`src/rtl/join4_pkg.sv`:
```
// Shared types and constants for the 4-way join controller.
package join4_pkg;

  typedef enum logic [1:0] {
    COLLECT,
    FIRE,
    ABORT
  } join4_state_e;

  localparam logic [3:0] ALL_ARR = 4'hF;

  // A join can complete once every channel is either arrived or masked,
  // provided at least one channel actually takes part.
  function automatic logic join_done(logic [3:0] arr_next, logic [3:0] msk);
    return ((arr_next | msk) == ALL_ARR) && (msk != ALL_ARR);
  endfunction

endpackage

```
`src/rtl/join4_tmo.sv`:
```
// Loadable up-counter with clear/enable and a terminal-count flag.
module join4_tmo #(
  parameter int unsigned Width   = 5,
  parameter int unsigned TermCnt = 15
) (
  input  logic             clk_i,
  input  logic             rst_ni,
  input  logic             clr_i,
  input  logic             en_i,
  input  logic             ld_i,
  input  logic [Width-1:0] ld_val_i,
  output logic             tc_o
);

  logic [Width-1:0] cnt_q;

  always_ff @(posedge clk_i or negedge rst_ni) begin
    if (!rst_ni) begin
      cnt_q <= '0;
    end else if (clr_i) begin
      cnt_q <= '0;
    end else if (ld_i) begin
      cnt_q <= ld_val_i;
    end else if (en_i) begin
      cnt_q <= cnt_q + Width'(1);
    end
  end

  assign tc_o = (cnt_q == Width'(TermCnt));

endmodule

```
`src/rtl/join4_ctrl.sv`:
```
// 4-way rendezvous: collects one token per enabled channel, fires one joined
// token, and aborts an incomplete join after a timeout.
module join4_ctrl
  import join4_pkg::*;
#(
  parameter int unsigned TMO_CYCLES = 16,
  parameter int unsigned TMO_W      = 5,
  parameter int unsigned CNT_W      = 8
) (
  input  logic             ck,
  input  logic             nrst,
  input  logic [3:0]       i_vld,
  output logic [3:0]       i_rdy,
  input  logic [3:0]       mask,
  output logic             q_vld,
  input  logic             q_rdy,
  output logic             err,
  output logic [3:0]       arr,
  output logic [CNT_W-1:0] fcnt
);

  join4_state_e     state_q;
  logic [3:0]       arr_q;
  logic [CNT_W-1:0] fcnt_q;
  logic             q_vld_q;
  logic             err_q;

  logic [3:0] hs;
  logic [3:0] arr_next;
  logic       done;
  logic       tmo_tc;
  logic       tmo_hit;
  logic       collecting;

  assign collecting = (state_q == COLLECT);
  assign i_rdy      = collecting ? (~arr_q & ~mask) : 4'h0;
  assign hs         = i_vld & i_rdy;
  assign arr_next   = arr_q | hs;
  assign done       = join_done(arr_next, mask);

  // Counter only runs while a join is partially collected.
  generate
    if (TMO_CYCLES != 0) begin : g_tmo
      join4_tmo #(
        .Width   (TMO_W),
        .TermCnt (TMO_CYCLES - 1)
      ) u_tmo (
        .clk_i    (ck),
        .rst_ni   (nrst),
        .clr_i    (!collecting || (arr_q == 4'h0)),
        .en_i     (collecting && (arr_q != 4'h0)),
        .ld_i     (1'b0),
        .ld_val_i ('0),
        .tc_o     (tmo_tc)
      );
    end else begin : g_no_tmo
      assign tmo_tc = 1'b0;
    end
  endgenerate

  assign tmo_hit = tmo_tc && (arr_q != 4'h0);

  always_ff @(posedge ck or negedge nrst) begin
    if (!nrst) begin
      state_q <= COLLECT;
      arr_q   <= 4'h0;
      fcnt_q  <= '0;
      q_vld_q <= 1'b0;
      err_q   <= 1'b0;
    end else begin
      err_q <= 1'b0;
      unique case (state_q)
        COLLECT: begin
          arr_q <= arr_next;
          // Completion has priority over a timeout landing in the same cycle.
          if (done) begin
            state_q <= FIRE;
            q_vld_q <= 1'b1;
          end else if (tmo_hit) begin
            state_q <= ABORT;
            err_q   <= 1'b1;
          end
        end
        FIRE: begin
          if (q_rdy) begin
            state_q <= COLLECT;
            q_vld_q <= 1'b0;
            arr_q   <= 4'h0;
            fcnt_q  <= fcnt_q + CNT_W'(1);
          end
        end
        ABORT: begin
          state_q <= COLLECT;
          arr_q   <= 4'h0;
        end
        default: begin
          state_q <= COLLECT;
          arr_q   <= 4'h0;
          q_vld_q <= 1'b0;
        end
      endcase
    end
  end

  assign q_vld = q_vld_q;
  assign err   = err_q;
  assign arr   = arr_q;
  assign fcnt  = fcnt_q;

  a_err_pulse: assert property (@(posedge ck) disable iff (!nrst) err_q |=> !err_q);
  a_qvld_hold: assert property (@(posedge ck) disable iff (!nrst)
                                (q_vld_q && !q_rdy) |=> q_vld_q);

endmodule

```
`config.mk`:
```
export PLATFORM = sky130hd
export DESIGN_NAME = join4_ctrl
export DESIGN_NICKNAME = d
export VERILOG_FILES = /design/src/rtl/join4_pkg.sv /design/src/rtl/join4_tmo.sv /design/src/rtl/join4_ctrl.sv
export SDC_FILE = /design/constraint.sdc
export NUM_CORES = 1
export LEC_CHECK = 0
export ABC_AREA = 1
export CORE_MARGIN = 5
export CORE_UTILIZATION = 46
export CTS_CLUSTER_DIAMETER = 50
export CTS_CLUSTER_SIZE = 30
export DETAILED_ROUTE_END_ITERATION = 12
export PLACE_DENSITY = 0.83
export RECOVER_POWER = 50
export SLEW_MARGIN = 40
export SYNTH_ARGS = -nofsm -noshare
export SYNTH_HDL_FRONTEND = slang
export SYNTH_SLANG_ARGS = --single-unit
```
`constraint.sdc`:
```
create_clock -name ck -period 1.6 [get_ports ck]
set_input_delay 0.24 -clock ck [delete_from_list [all_inputs] [get_ports ck]]
set_output_delay 0.24 -clock ck [all_outputs]
set_load 0.03 [all_outputs]
```
==> results.sh <==
export IMPL_cp_startpoint="state_q[0]"
export IMPL_ys_seq_elements=21
export IMPL_dpl_cell_area_sq_um=1360
export IMPL_fin_area_sq_um=1400
export IMPL_drt_first_pass_iters=4
export IMPL_ys_types=21
export IMPL_ios=29
export IMPL_drive_gt1_share_pct=13.8
export IMPL_synth_top_cell_area_share_pct=50.4
export IMPL_p_switching_w=0.00107
export IMPL_die_y_um=57.6
export IMPL_antenna_left=0
export IMPL_holdWs_ns=0.470
export IMPL_skew_ns=0.00662
export IMPL_p_comb_share_pct=51.8
export IMPL_drt_wl_total_um=2260
export IMPL_grt_pass1_wl_um=3590
export IMPL_gp_congestion=0.818
export IMPL_ys_warn_count=0
export IMPL_grt_pass1_vias=863
export IMPL_numCtsBuffers=3
export IMPL_port_buffers=28
export IMPL_p_leak_nw=0.757
export IMPL_routedWlPerCell_um=12.5
export IMPL_swShare_pct=46.1
export IMPL_ctsHoldBuffers=0
export IMPL_clockBufferDepth=2
export IMPL_start_kind="flop"
export IMPL_outcome="completed"
export IMPL_hp_start="g_tmo.u_tmo.cnt_q[0]"
export IMPL_cts_max_level=1
export IMPL_die_area_sq_um=3320
export IMPL_powerDensity_nw_per_um2=1660
export IMPL_end_kind="output pin"
export IMPL_maxCapViolCount=0
export IMPL_initial_core_util_pct=47.6
export IMPL_cp_max_fo=5
export IMPL_power_frac_seq_pct=37.1
export IMPL_power_internal_w=0.00125
export IMPL_syn_to_final_growth_pct=34.1
export IMPL_grt_max_degree=22
export IMPL_regArea_sq_um=527
export IMPL_arrival_ns=1.32
export IMPL_dieWidth_um=57.6
export IMPL_finalCritPeriodShare_pct=97.4
export IMPL_syn_avg_cell_area_sq_um=8.91
export IMPL_cpPeakStageDelay_ns=0.45
export IMPL_grt_use_total_pct=13.8
export IMPL_multiInputGateArea_sq_um=444
export IMPL_cts_tree="yes"
export IMPL_synthCells=117
export IMPL_synth_area_top_cells="dfrtp_1, nand2_1, inv_1"
export IMPL_min_delay_path_class="flop to flop"
export IMPL_syn_area_sq_um=1040
export IMPL_ir_drop_mv=0.978
export IMPL_critPathKind="flop to output pin"
export IMPL_hold_viol=0
export IMPL_fmax_ghz=0.641
export IMPL_placement_rows=17
export IMPL_path_clk_slew_ns=0.12
export IMPL_antenna_found_initial=0
export IMPL_critPathBufInv=2
export IMPL_vias=881
export IMPL_fin_crit_ns=1.56
export IMPL_finalSetupViolCount=0
export IMPL_slew_headroom_pct=28.1
export IMPL_overflow=0
export IMPL_slowest_stage="dfrtp_2"
export IMPL_diodes=0
export IMPL_yosysSeqAreaShare_pct=50.4
export IMPL_crit_chain="nor2_4 -> inv_2 -> nor2_1 -> buf_4"
export IMPL_fillCellCount=191
export IMPL_core_region_area_sq_um=2190
export IMPL_r2r_start="state_q[0]"
export IMPL_drc_errors=0
export IMPL_layout_nets=167
export IMPL_slew_viol_final=0
export IMPL_clock_sinks=21
export IMPL_syn_num_nets=131
export IMPL_avgViaCountPerCell=4.89
export IMPL_tightest_slew_ns=1.08
export IMPL_cts_root_buf="clkbuf_4"
export IMPL_clkPwrFrac_pct=11.1
export IMPL_crit_family="flip-flops"
export IMPL_worstPathRequired_ns=1.36
export IMPL_drt_iter0_drc=23
export IMPL_clkLatencyLatePin_ns=0.30
export IMPL_dp_hpwl_um=1750
export IMPL_rsz0062_at_grt="true"
export IMPL_yosysTopAreaCell="dfrtp_1"
## repair_timing
item                                    in CTS  in global routing
endpoints found under the setup margin      12                 10
gates resized for setup                      8                 10
setup buffers                                1                  1
pin swaps                                    1                  0
hold endpoints to repair                     0                  0
## cell usage after synthesis
cell / instances
nand3b_1: 1
nor2_1: 14
nor3b_1: 1
nand3_4: 1
o21ai_2: 1
nand3_1: 8
ha_1: 3
nor3_1: 2
nor2b_4: 2
nor3_2: 1
inv_2: 1
a21oi_1: 3
nand4_1: 2
nor2_2: 3
nand2_1: 22
xor2_1: 5
inv_1: 18
nor2_4: 1
o21ai_0: 5
dfrtp_1: 21
xnor2_1: 2
## layout by cell type (no fill, tap or decap)
master           netlist  routed
nand3_1                8       9
nor2_2                 3       5
dfrtp_2                0       1
nor3b_1                1       1
dlymetal6s2s_1         0       6
inv_2                  1       1
nor3_1                 2       2
nand2_1               22      22
clkbuf_1               0       2
o21ai_2                1       1
nor2b_4                2       2
clkdlybuf4s50_1        0      10
nor3_4                 0       1
xor2_1                 5       5
xnor2_1                2       2
nand3b_1               1       1
dlygate4sd2_1          0       8
nor2_1                14      12
o21ai_0                5       5
ha_1                   3       3
dfrtp_1               21      20
nor2_4                 1       1
inv_1                 18      18
buf_4                  0       6
clkbuf_4               0       3
nand4_1                2       2
a21oi_1                3       3
## flip-flops by register name (all words and copies together), names as in the netlist
| register | cells |
|---|---|
| q_vld | 1 |
| err | 1 |
| g_tmo.u_tmo.cnt_q | 5 |
| arr | 4 |
| state_q | 2 |
| fcnt | 8 |
## through the flow
stage / TNS [ns] / total power, W / utilization, % / std cells / setup WS (ns)
after floorplan: 0 / 0.00161 / - / 117 / 0.245
after global placement: 0 / 0.00204 / 61.9 / 174 / 0.188
after detailed placement: 0 / 0.00209 / 61.9 / 174 / 0.148
after CTS: 0 / 0.00231 / 62.9 / 179 / 0.00477
after global routing: -0.0229 / 0.00248 / 63.8 / 180 / -0.0159
final: 0 / 0.00232 / 63.8 / 180 / 0.0410
## cell type report
class                   count  share of cell area (%)
well taps                  28                    2.51
multi-input cells          77                    31.8
repair buffers             31                    21.0
flip-flops and latches     21                    37.7
inverters                  19                    5.10
clock buffers               4                    1.88
## metal layers
layer | routed length [um] | vias to the layer above | global-route usage (%) | part of all wire [%]
li1 | - | 439 | - | -
met4 | 14 | 0 | 5.96 | 0.62
met2 | 1180 | 29 | 24.0 | 52
met5 | 0 | - | 0 | 0
met3 | 133 | 2 | 2.71 | 5.9
met1 | 931 | 411 | 16.3 | 41
## power groups by stage
stage	clock network, W	registers [W]	logic (W)
after CTS	0.000266	0.000863	0.00118
final	0.000257	0.000860	0.00120
after detailed placement	0	0.000878	0.00121
after global placement	0	0.000867	0.00118
after floorplan	0	0.00111	0.000507
after global routing	0.000293	0.000890	0.00130
## kinds of logic after synthesis
kind of cell | Yosys count | synth area share (%)
buffers and inverters | 19 | 6.84
adder cells (fa/ha/maj) | 3 | 3.60
XOR/XNOR | 7 | 5.88
AO/OA/AOI/OAI | 9 | 4.68
AND/OR/NAND/NOR | 58 | 28.6
flip-flops | 21 | 50.4
## path summary, 6_finish.rpt
path / slack (ns) / to / cells past startpoint
max: 0.04 / i_rdy[2] / 4
min: 0.47 / g_tmo.u_tmo.cnt_q[0] / 1
max reg2reg: 0.25 / err / 6
min reg2reg: 0.47 / g_tmo.u_tmo.cnt_q[0] / 1
max in group asynchronous: 0.33 / state_q[0] / 2
min in group asynchronous: 0.56 / arr[0] / 2
Power figures use the tool's default switching activity.
